===== src/rtl/usb_pkg.sv =====
// Shared types and constants for the USB token transmit path:
// FSM state encoding, field lengths, CRC5 polynomial/residual and PID codes.
package usb_pkg;

  localparam logic [2:0] S_IDLE  = 3'd0;
  localparam logic [2:0] S_SYNC  = 3'd1;
  localparam logic [2:0] S_PID   = 3'd2;
  localparam logic [2:0] S_FIELD = 3'd3;
  localparam logic [2:0] S_CRC   = 3'd4;
  localparam logic [2:0] S_DONE  = 3'd5;

  typedef enum logic [2:0] {
    ST_IDLE  = S_IDLE,
    ST_SYNC  = S_SYNC,
    ST_PID   = S_PID,
    ST_FIELD = S_FIELD,
    ST_CRC   = S_CRC,
    ST_DONE  = S_DONE
  } tx_state_e;

  localparam logic [3:0] SYNC_LEN  = 4'd8;
  localparam logic [3:0] PID_LEN   = 4'd8;
  localparam logic [3:0] FIELD_LEN = 4'd11;
  localparam logic [3:0] CRC_LEN   = 4'd5;

  localparam logic [4:0] CRC5_POLY     = 5'b00101;
  localparam logic [4:0] CRC5_RESIDUAL = 5'b01100;

  localparam logic [3:0] PID_OUT   = 4'h1;
  localparam logic [3:0] PID_IN    = 4'h9;
  localparam logic [3:0] PID_SETUP = 4'hD;
  localparam logic [3:0] PID_SOF   = 4'h5;

  // One serial step of CRC5 (x^5 + x^2 + 1), data bit entering at the MSB side.
  function automatic logic [4:0] crc5_step(input logic [4:0] crc, input logic din);
    logic fb;
    fb = din ^ crc[4];
    return {crc[3:0], 1'b0} ^ (fb ? CRC5_POLY : 5'b00000);
  endfunction

  // Counter value at which a transmitting state has sent its final bit.
  function automatic logic [3:0] state_last_idx(input tx_state_e st);
    case (st)
      ST_SYNC:  return SYNC_LEN - 4'd1;
      ST_PID:   return PID_LEN - 4'd1;
      ST_FIELD: return FIELD_LEN - 4'd1;
      ST_CRC:   return CRC_LEN - 4'd1;
      default:  return 4'd0;
    endcase
  endfunction

  // Packet section that follows a transmitting state.
  function automatic tx_state_e state_after(input tx_state_e st);
    case (st)
      ST_SYNC:  return ST_PID;
      ST_PID:   return ST_FIELD;
      ST_FIELD: return ST_CRC;
      ST_CRC:   return ST_DONE;
      default:  return ST_IDLE;
    endcase
  endfunction

endpackage


===== src/rtl/usb_crc5_gen.sv =====
// Serial CRC5 register. init presets it, shift advances it one bit: in data
// mode the bit is folded into the CRC, in output mode the register shifts left
// with a 1 fill so crc_bit walks out the inverted CRC, MSB first.
module usb_crc5_gen #(
  parameter logic [4:0] CRC_INIT = 5'h1F
) (
  input  logic clk_c,
  input  logic reset_n,
  input  logic init,
  input  logic shift,
  input  logic out_mode,
  input  logic din,
  output logic crc_bit
);
  import usb_pkg::*;

  logic [4:0] crc_r;
  logic [4:0] crc_nxt_s;

  // Next CRC value: preset, data fold, output shift or hold.
  always_comb begin
    crc_nxt_s = crc_r;
    if (init) begin
      crc_nxt_s = CRC_INIT;
    end else if (shift) begin
      if (out_mode) begin
        crc_nxt_s = {crc_r[3:0], 1'b1};
      end else begin
        crc_nxt_s = crc5_step(crc_r, din);
      end
    end else begin
      crc_nxt_s = crc_r;
    end
  end

  // CRC register, preset value on reset.
  always_ff @(posedge clk_c or negedge reset_n) begin
    if (!reset_n) begin
      crc_r <= CRC_INIT;
    end else begin
      crc_r <= crc_nxt_s;
    end
  end

  assign crc_bit = ~crc_r[4];

endmodule


===== src/rtl/usb_token_tx.sv =====
// USB 2.0 token packet transmitter: SYNC, PID + check nibble, 11-bit field and
// inverted CRC5, NRZ, LSB first, stalled by halt_tx from the bit-stuffer.
// Optional SOF support is compiled in with `define SOF_FRAME_EN, which adds the
// sof_sel/frame_num ports and lets the field carry a frame number.
//
// The registered outputs always show the bit being offered this cycle; an
// unhalted cycle consumes it and loads the following bit. The CRC register is
// advanced as each field bit is loaded, so it is complete by the time the
// first CRC bit has to be loaded.
module usb_token_tx #(
  parameter logic [7:0] SYNC_PAT = 8'h80,
  parameter logic [4:0] CRC_INIT = 5'h1F
) (
  input  logic        clk_c,
  input  logic        reset_n,
  input  logic        start,
  input  logic [3:0]  pid,
  input  logic [6:0]  addr,
  input  logic [3:0]  endp,
`ifdef SOF_FRAME_EN
  input  logic        sof_sel,
  input  logic [10:0] frame_num,
`endif
  input  logic        halt_tx,
  output logic        tx_bit,
  output logic        tx_valid,
  output logic        tx_last,
  output logic        busy,
  output logic        done
);
  import usb_pkg::*;

  tx_state_e   state_r, state_nxt_s;
  logic [3:0]  cnt_r, cnt_nxt_s;
  logic [7:0]  pid_byte_r, pid_byte_nxt_s;
  logic [10:0] field_r, field_nxt_s, field_req_s;
  logic        bit_r, bit_nxt_s;
  logic        valid_r, valid_nxt_s;
  logic        last_r, last_nxt_s;
  logic        busy_r, busy_nxt_s;
  logic        done_r, done_nxt_s;
  logic        crc_init_s, crc_shift_s, crc_mode_s, crc_din_s, crc_bit_s;

  // Field word captured at start: frame number for SOF, else {endp, addr}.
  always_comb begin
`ifdef SOF_FRAME_EN
    if (sof_sel) begin
      field_req_s = frame_num;
    end else begin
      field_req_s = {endp, addr};
    end
`else
    field_req_s = {endp, addr};
`endif
  end

  // Next state, counter, latched fields, output bits and CRC controls.
  always_comb begin
    state_nxt_s    = state_r;
    cnt_nxt_s      = cnt_r;
    pid_byte_nxt_s = pid_byte_r;
    field_nxt_s    = field_r;
    bit_nxt_s      = bit_r;
    valid_nxt_s    = valid_r;
    last_nxt_s     = last_r;
    busy_nxt_s     = busy_r;
    done_nxt_s     = done_r;
    crc_init_s     = 1'b0;
    crc_shift_s    = 1'b0;
    crc_mode_s     = 1'b0;
    crc_din_s      = 1'b0;
    case (state_r)
      ST_IDLE: begin
        if (start) begin
          state_nxt_s    = ST_SYNC;
          cnt_nxt_s      = 4'd0;
          pid_byte_nxt_s = {~pid, pid};
          field_nxt_s    = field_req_s;
          crc_init_s     = 1'b1;
          bit_nxt_s      = SYNC_PAT[0];
          valid_nxt_s    = 1'b1;
          busy_nxt_s     = 1'b1;
          last_nxt_s     = 1'b0;
          done_nxt_s     = 1'b0;
        end else begin
          bit_nxt_s   = 1'b0;
          valid_nxt_s = 1'b0;
          busy_nxt_s  = 1'b0;
          last_nxt_s  = 1'b0;
          done_nxt_s  = 1'b0;
        end
      end
      ST_SYNC, ST_PID, ST_FIELD, ST_CRC: begin
        if (!halt_tx) begin
          if (cnt_r == state_last_idx(state_r)) begin
            state_nxt_s = state_after(state_r);
            cnt_nxt_s   = 4'd0;
          end else begin
            cnt_nxt_s   = cnt_r + 4'd1;
          end
          case (state_nxt_s)
            ST_SYNC:  bit_nxt_s = SYNC_PAT[cnt_nxt_s[2:0]];
            ST_PID:   bit_nxt_s = pid_byte_r[cnt_nxt_s[2:0]];
            ST_FIELD: begin
              bit_nxt_s   = field_r[cnt_nxt_s];
              crc_din_s   = field_r[cnt_nxt_s];
              crc_shift_s = 1'b1;
            end
            ST_CRC: begin
              bit_nxt_s   = crc_bit_s;
              crc_shift_s = 1'b1;
              crc_mode_s  = 1'b1;
            end
            default:  bit_nxt_s = 1'b0;
          endcase
          valid_nxt_s = (state_nxt_s != ST_DONE);
          busy_nxt_s  = (state_nxt_s != ST_DONE);
          done_nxt_s  = (state_nxt_s == ST_DONE);
          last_nxt_s  = (state_nxt_s == ST_CRC) && (cnt_nxt_s == CRC_LEN - 4'd1);
        end else begin
          state_nxt_s = state_r;
          cnt_nxt_s   = cnt_r;
        end
      end
      ST_DONE: begin
        state_nxt_s = ST_IDLE;
        cnt_nxt_s   = 4'd0;
        bit_nxt_s   = 1'b0;
        valid_nxt_s = 1'b0;
        busy_nxt_s  = 1'b0;
        last_nxt_s  = 1'b0;
        done_nxt_s  = 1'b0;
      end
      default: begin
        state_nxt_s = ST_IDLE;
        cnt_nxt_s   = 4'd0;
        bit_nxt_s   = 1'b0;
        valid_nxt_s = 1'b0;
        busy_nxt_s  = 1'b0;
        last_nxt_s  = 1'b0;
        done_nxt_s  = 1'b0;
      end
    endcase
  end

  // State, counter, latched packet fields and registered outputs.
  always_ff @(posedge clk_c or negedge reset_n) begin
    if (!reset_n) begin
      state_r    <= ST_IDLE;
      cnt_r      <= 4'd0;
      pid_byte_r <= 8'h00;
      field_r    <= 11'h000;
      bit_r      <= 1'b0;
      valid_r    <= 1'b0;
      last_r     <= 1'b0;
      busy_r     <= 1'b0;
      done_r     <= 1'b0;
    end else begin
      state_r    <= state_nxt_s;
      cnt_r      <= cnt_nxt_s;
      pid_byte_r <= pid_byte_nxt_s;
      field_r    <= field_nxt_s;
      bit_r      <= bit_nxt_s;
      valid_r    <= valid_nxt_s;
      last_r     <= last_nxt_s;
      busy_r     <= busy_nxt_s;
      done_r     <= done_nxt_s;
    end
  end

  usb_crc5_gen #(
    .CRC_INIT (CRC_INIT)
  ) u_crc5 (
    .clk_c    (clk_c),
    .reset_n  (reset_n),
    .init     (crc_init_s),
    .shift    (crc_shift_s),
    .out_mode (crc_mode_s),
    .din      (crc_din_s),
    .crc_bit  (crc_bit_s)
  );

  // A halted cycle does not consume the offered bit, so it is not valid.
  assign tx_bit   = bit_r;
  assign tx_valid = valid_r & ~halt_tx;
  assign tx_last  = last_r;
  assign busy     = busy_r;
  assign done     = done_r;

endmodule


===== config.mk =====
export PLATFORM = sky130hd
export DESIGN_NAME = usb_token_tx
export DESIGN_NICKNAME = d
export VERILOG_FILES = /design/src/rtl/usb_pkg.sv /design/src/rtl/usb_crc5_gen.sv /design/src/rtl/usb_token_tx.sv
export SDC_FILE = /design/constraint.sdc
export NUM_CORES = 1
export LEC_CHECK = 0
export CORE_MARGIN = 3
export CORE_UTILIZATION = 39
export CTS_CLUSTER_DIAMETER = 150
export DETAILED_ROUTE_END_ITERATION = 8
export GPL_TIMING_DRIVEN = 1
export SLEW_MARGIN = 30
export SYNTH_ARGS = -nofsm -noshare
export SYNTH_HDL_FRONTEND = slang
export SYNTH_SLANG_ARGS = --single-unit

===== constraint.sdc =====
create_clock -name clk_c -period 6.6 [get_ports clk_c]
set_input_delay 0.66 -clock clk_c [delete_from_list [all_inputs] [get_ports clk_c]]
set_output_delay 0.66 -clock clk_c [all_outputs]
set_load 0.01 [all_outputs]

==> key figures <==
Power
  • Leakage Power: ~0.97 nW
  • Switching part of the total: 0.413
  • Combinational share of power: 0.472
  • VDD IR max: around 210 µV
  • PD cells: roughly 450 mW/mm²
  • Clock power share: 0.141
  • Reg power frac: 0.388
  • P_int: 638 µW
  • NetSw: 449 µW

Worst setup path
  • Critical path fanouts, max: 20
  • Slowest CP cell: dfrtp_1
  • Critical path type: reg2reg
  • CP endpoint kind: flop
  • Worst path cell trace: and4b_1 > o31a_1 > o22a_4 > or3_1 > a32o_2 > or4_1 > a31oi_1 > o31ai_1
  • Critical Path AT: about 3.3 ns
  • Crit start category: flop
  • Worst Path Required: between 6 and 7 ns
  • CP peak stage delay: approximately 0.7 ns

Synthesis
  • Warnings from Yosys: 0
  • Post-Synthesis Cell Area: between 0.002 and 0.0025 mm²
  • Post-synth EDFFs: 0
  • Post-Syn Nets: approximately 240
  • #FFs+latches synth: 35
  • Post-synth top flop: dfrtp_1
  • Cells after synthesis: about 220
  • Mean Syn Cell Area: between 9 and 10 µm²
  • Sequential area share after synthesis: 0.425
  • Netlist cell types: between 40 and 50
  • Asr flop ratio synth: 1.00

Cells and area
  • Filler Cells Inserted: ~510
  • Design Area, Final: between 0.002 and 0.0025 mm²
  • Layout Cells excl Fill: about 310
  • Area delta synth->final: 16.2%
  • Core Util, Final: 0.488
  • Share of cells above drive strength 1: 0.142
  • N_diodes: 0
  • Final #Nets: around 260

Placed design
  • DP Cell Count: 299
  • Port-buffer cells: 23
  • DP Area: 0.00232 mm²
  • Detailed Place HPWL: 3.19 mm
  • Placer's final routability congestion estimate: about 0.86

STA
  • RSZ-0062 raised after global routing: no
  • Max Freq: 317 MHz
  • Crit share post-route: 0.478
  • Fin. max-slew vios: 0
  • Setup TNS: 0 ns
  • Clock skew: 0.00758 ns
  • Final setup fails: 0
  • Period minus WS final: 3.16 ns
  • Worst slew pin tran: between 0.9 and 1 ns
  • Hold slack: about 0.45 ns
  • Final hold violations: 0
  • Slew margin rel.: 0.386

Global routing
  • Vias in the first global route: around 1700
  • GRT Util Overall: 0.158
  • GR Overflow Total: 0
  • Largest net degree at the start of global routing: 36
  • Initial antenna violation count: 0
  • First-pass GRT wire length: ~8 mm

Worst hold path
  • Hold WC Path Type: in2async

Floorplan
  • Die Y: 78.9 µm
  • Starting Density: 0.420
  • Die ar.: ~0.0062 mm²
  • IO Count: 24
  • Chip width: about 80 µm
  • Core area: just under 0.005 mm²
  • Cell Rows: 25

Drt
  • Via count: 1695
  • Remaining design rule violation count: 0
  • Vias per std cell: around 5.5
  • DR WL/cell: about 14 µm
  • Initial DRC Count: between 100 and 150
  • Final WL: 4.42 mm
  • DR pass1 iterations: 5
  • Post-route ant nets: 0

Clock tree
  • Sink Count: 35
  • Htree depth: 2
  • CTS root buf: clkbuf_8
  • Clock Latency Late Sink: 0.29 ns
  • CTS buffer count: 5
  • CTS tree: yes
  • # Post-CTS Setup Buffers: 0
  • CTS Buffer Depth: 2
  • Post-CTS Resized: 0
  • Clock Pin Slew Worst Setup and Hold Paths: ~0.08 ns
  • CTS Hold Bufs: 0

Status
  • Run status: completed

Run
  • Max Cap Violations: 0
-- synthesized netlist by cell type (all sizes together) (4+ instances only) --
| cell | instances | area [µm²] |
|---|---|---|
| dfstp | 5 | 131 |
| nand3 | 10 | 50.1 |
| o21ai | 24 | 120 |
| mux2 | 15 | 169 |
| o31ai | 4 | 30.0 |
| nand2 | 19 | 71.3 |
| inv | 6 | 22.5 |
| a31oi | 5 | 31.3 |
| clkbuf | 10 | 37.5 |
| nor2 | 15 | 56.3 |
| a21oi | 16 | 80.1 |
| nand4 | 4 | 25.0 |
| nor2b | 4 | 25.0 |
| dfrtp | 30 | 751 |
| xnor2 | 5 | 43.8 |
| mux2i | 4 | 40.0 |
-- per-stage QoR --
| stage | power, mW | setup WS, ns |
|---|---|---|
| 2_1_floorplan | 0.816 | 3.88 |
| 3_3_place_gp | 0.931 | 3.52 |
| 6_report | 1.09 | 3.44 |
| 3_5_place_dp | 0.937 | 3.48 |
| 5_1_grt | 1.20 | 3.21 |
| 4_1_cts | 1.09 | 3.45 |
-- placed cells by master (no fill, tap or decap), types with 3 or more instances in the layout --
cell / n
dfrtp_1: 30
o21ai_0: 24
clkdlybuf4s50_1: 22
nand2_1: 19
a21oi_1: 16
nor2_1: 15
mux2_2: 15
nand3_1: 10
inv_1: 6
xnor2_1: 5
a31oi_1: 5
clkbuf_8: 5
dfstp_2: 5
nor2b_1: 4
o31ai_1: 4
mux2i_1: 4
nand4_1: 4
xor2_1: 3
o211ai_1: 3
-- metal layers --
metal  GRT usage  share of wire  vias up
li1            -              -      847
met1       0.219           0.50      798
met2       0.254           0.45       44
met3      0.0374          0.044        6
met4      0.0309         0.0081        0
met5           0              0        -
-- registers in the layout (all words and copies together) (netlist names) --
| signal | flops |
|---|---|
| pid_byte_r | 8 |
| busy | 1 |
| u_crc5.crc_r | 5 |
| done | 1 |
| cnt_r | 4 |
| tx_bit | 1 |
| tx_last | 1 |
| field_r | 11 |
| state_r | 3 |
-- final timing paths --
check | cells after the start | end | slack, ns | start
max in group asynchronous | 1 | tx_bit$_DFFE_PN0P_ | 5.66 | reset_n
setup reg to reg | 8 | u_crc5.crc_r[2]$_DFFE_PN1P_ | 3.44 | cnt_r[0]$_DFFE_PN0P_
min in group clk_c | 2 | pid_byte_r[7]$_DFFE_PN0P_ | 0.48 | pid_byte_r[7]$_DFFE_PN0P_
setup / recovery | 8 | u_crc5.crc_r[2]$_DFFE_PN1P_ | 3.44 | cnt_r[0]$_DFFE_PN0P_
hold / removal | 1 | cnt_r[3]$_DFFE_PN0P_ | 0.45 | reset_n
hold reg to reg | 2 | pid_byte_r[7]$_DFFE_PN0P_ | 0.48 | pid_byte_r[7]$_DFFE_PN0P_
-- power by group through the flow --
| stage | clock network, mW | registers, mW | logic [mW] |
|---|---|---|---|
| 2_1_floorplan | 0 | 0.360 | 0.456 |
| 3_3_place_gp | 0 | 0.422 | 0.509 |
| 3_5_place_dp | 0 | 0.424 | 0.513 |
| 4_1_cts | 0.158 | 0.420 | 0.516 |
| 5_1_grt | 0.168 | 0.439 | 0.589 |
| 6_report | 0.153 | 0.421 | 0.512 |
-- critical path: cells and delay by family, from the launching register on --
| kind | cells | cell delay (ns) |
|---|---|---|
| AOI/OAI and AO/OA | 5 | 1.20 |
| and+or+nand+nor | 3 | 1.15 |
| DFF | 1 | 0.70 |
-- final cells by class --
type	instances	area, µm²	area share
Timing Repair Buffer	23	225	0.0935
Inverter	6	22.5	0.00935
Multi-Input combinational cell	168	1110	0.461
Clock inverter	2	12.5	0.00519
Sequential cell	35	882	0.366
Clock buffer	6	72.6	0.0301
Tap cell	67	83.8	0.0348
-- cells by family after synthesis --
| logic type | Yosys count | synth area share |
|---|---|---|
| muxes | 20 | 0.112 |
| buffers and inverters | 19 | 0.0392 |
| AOI/OAI and AO/OA | 68 | 0.210 |
| DFF | 35 | 0.425 |
| xor gates and xnor gates | 8 | 0.0338 |
| and+or+nand+nor | 71 | 0.174 |
| adders and majority gates | 1 | 0.00603 |
Note: power is estimated with default switching activity, not from simulation.
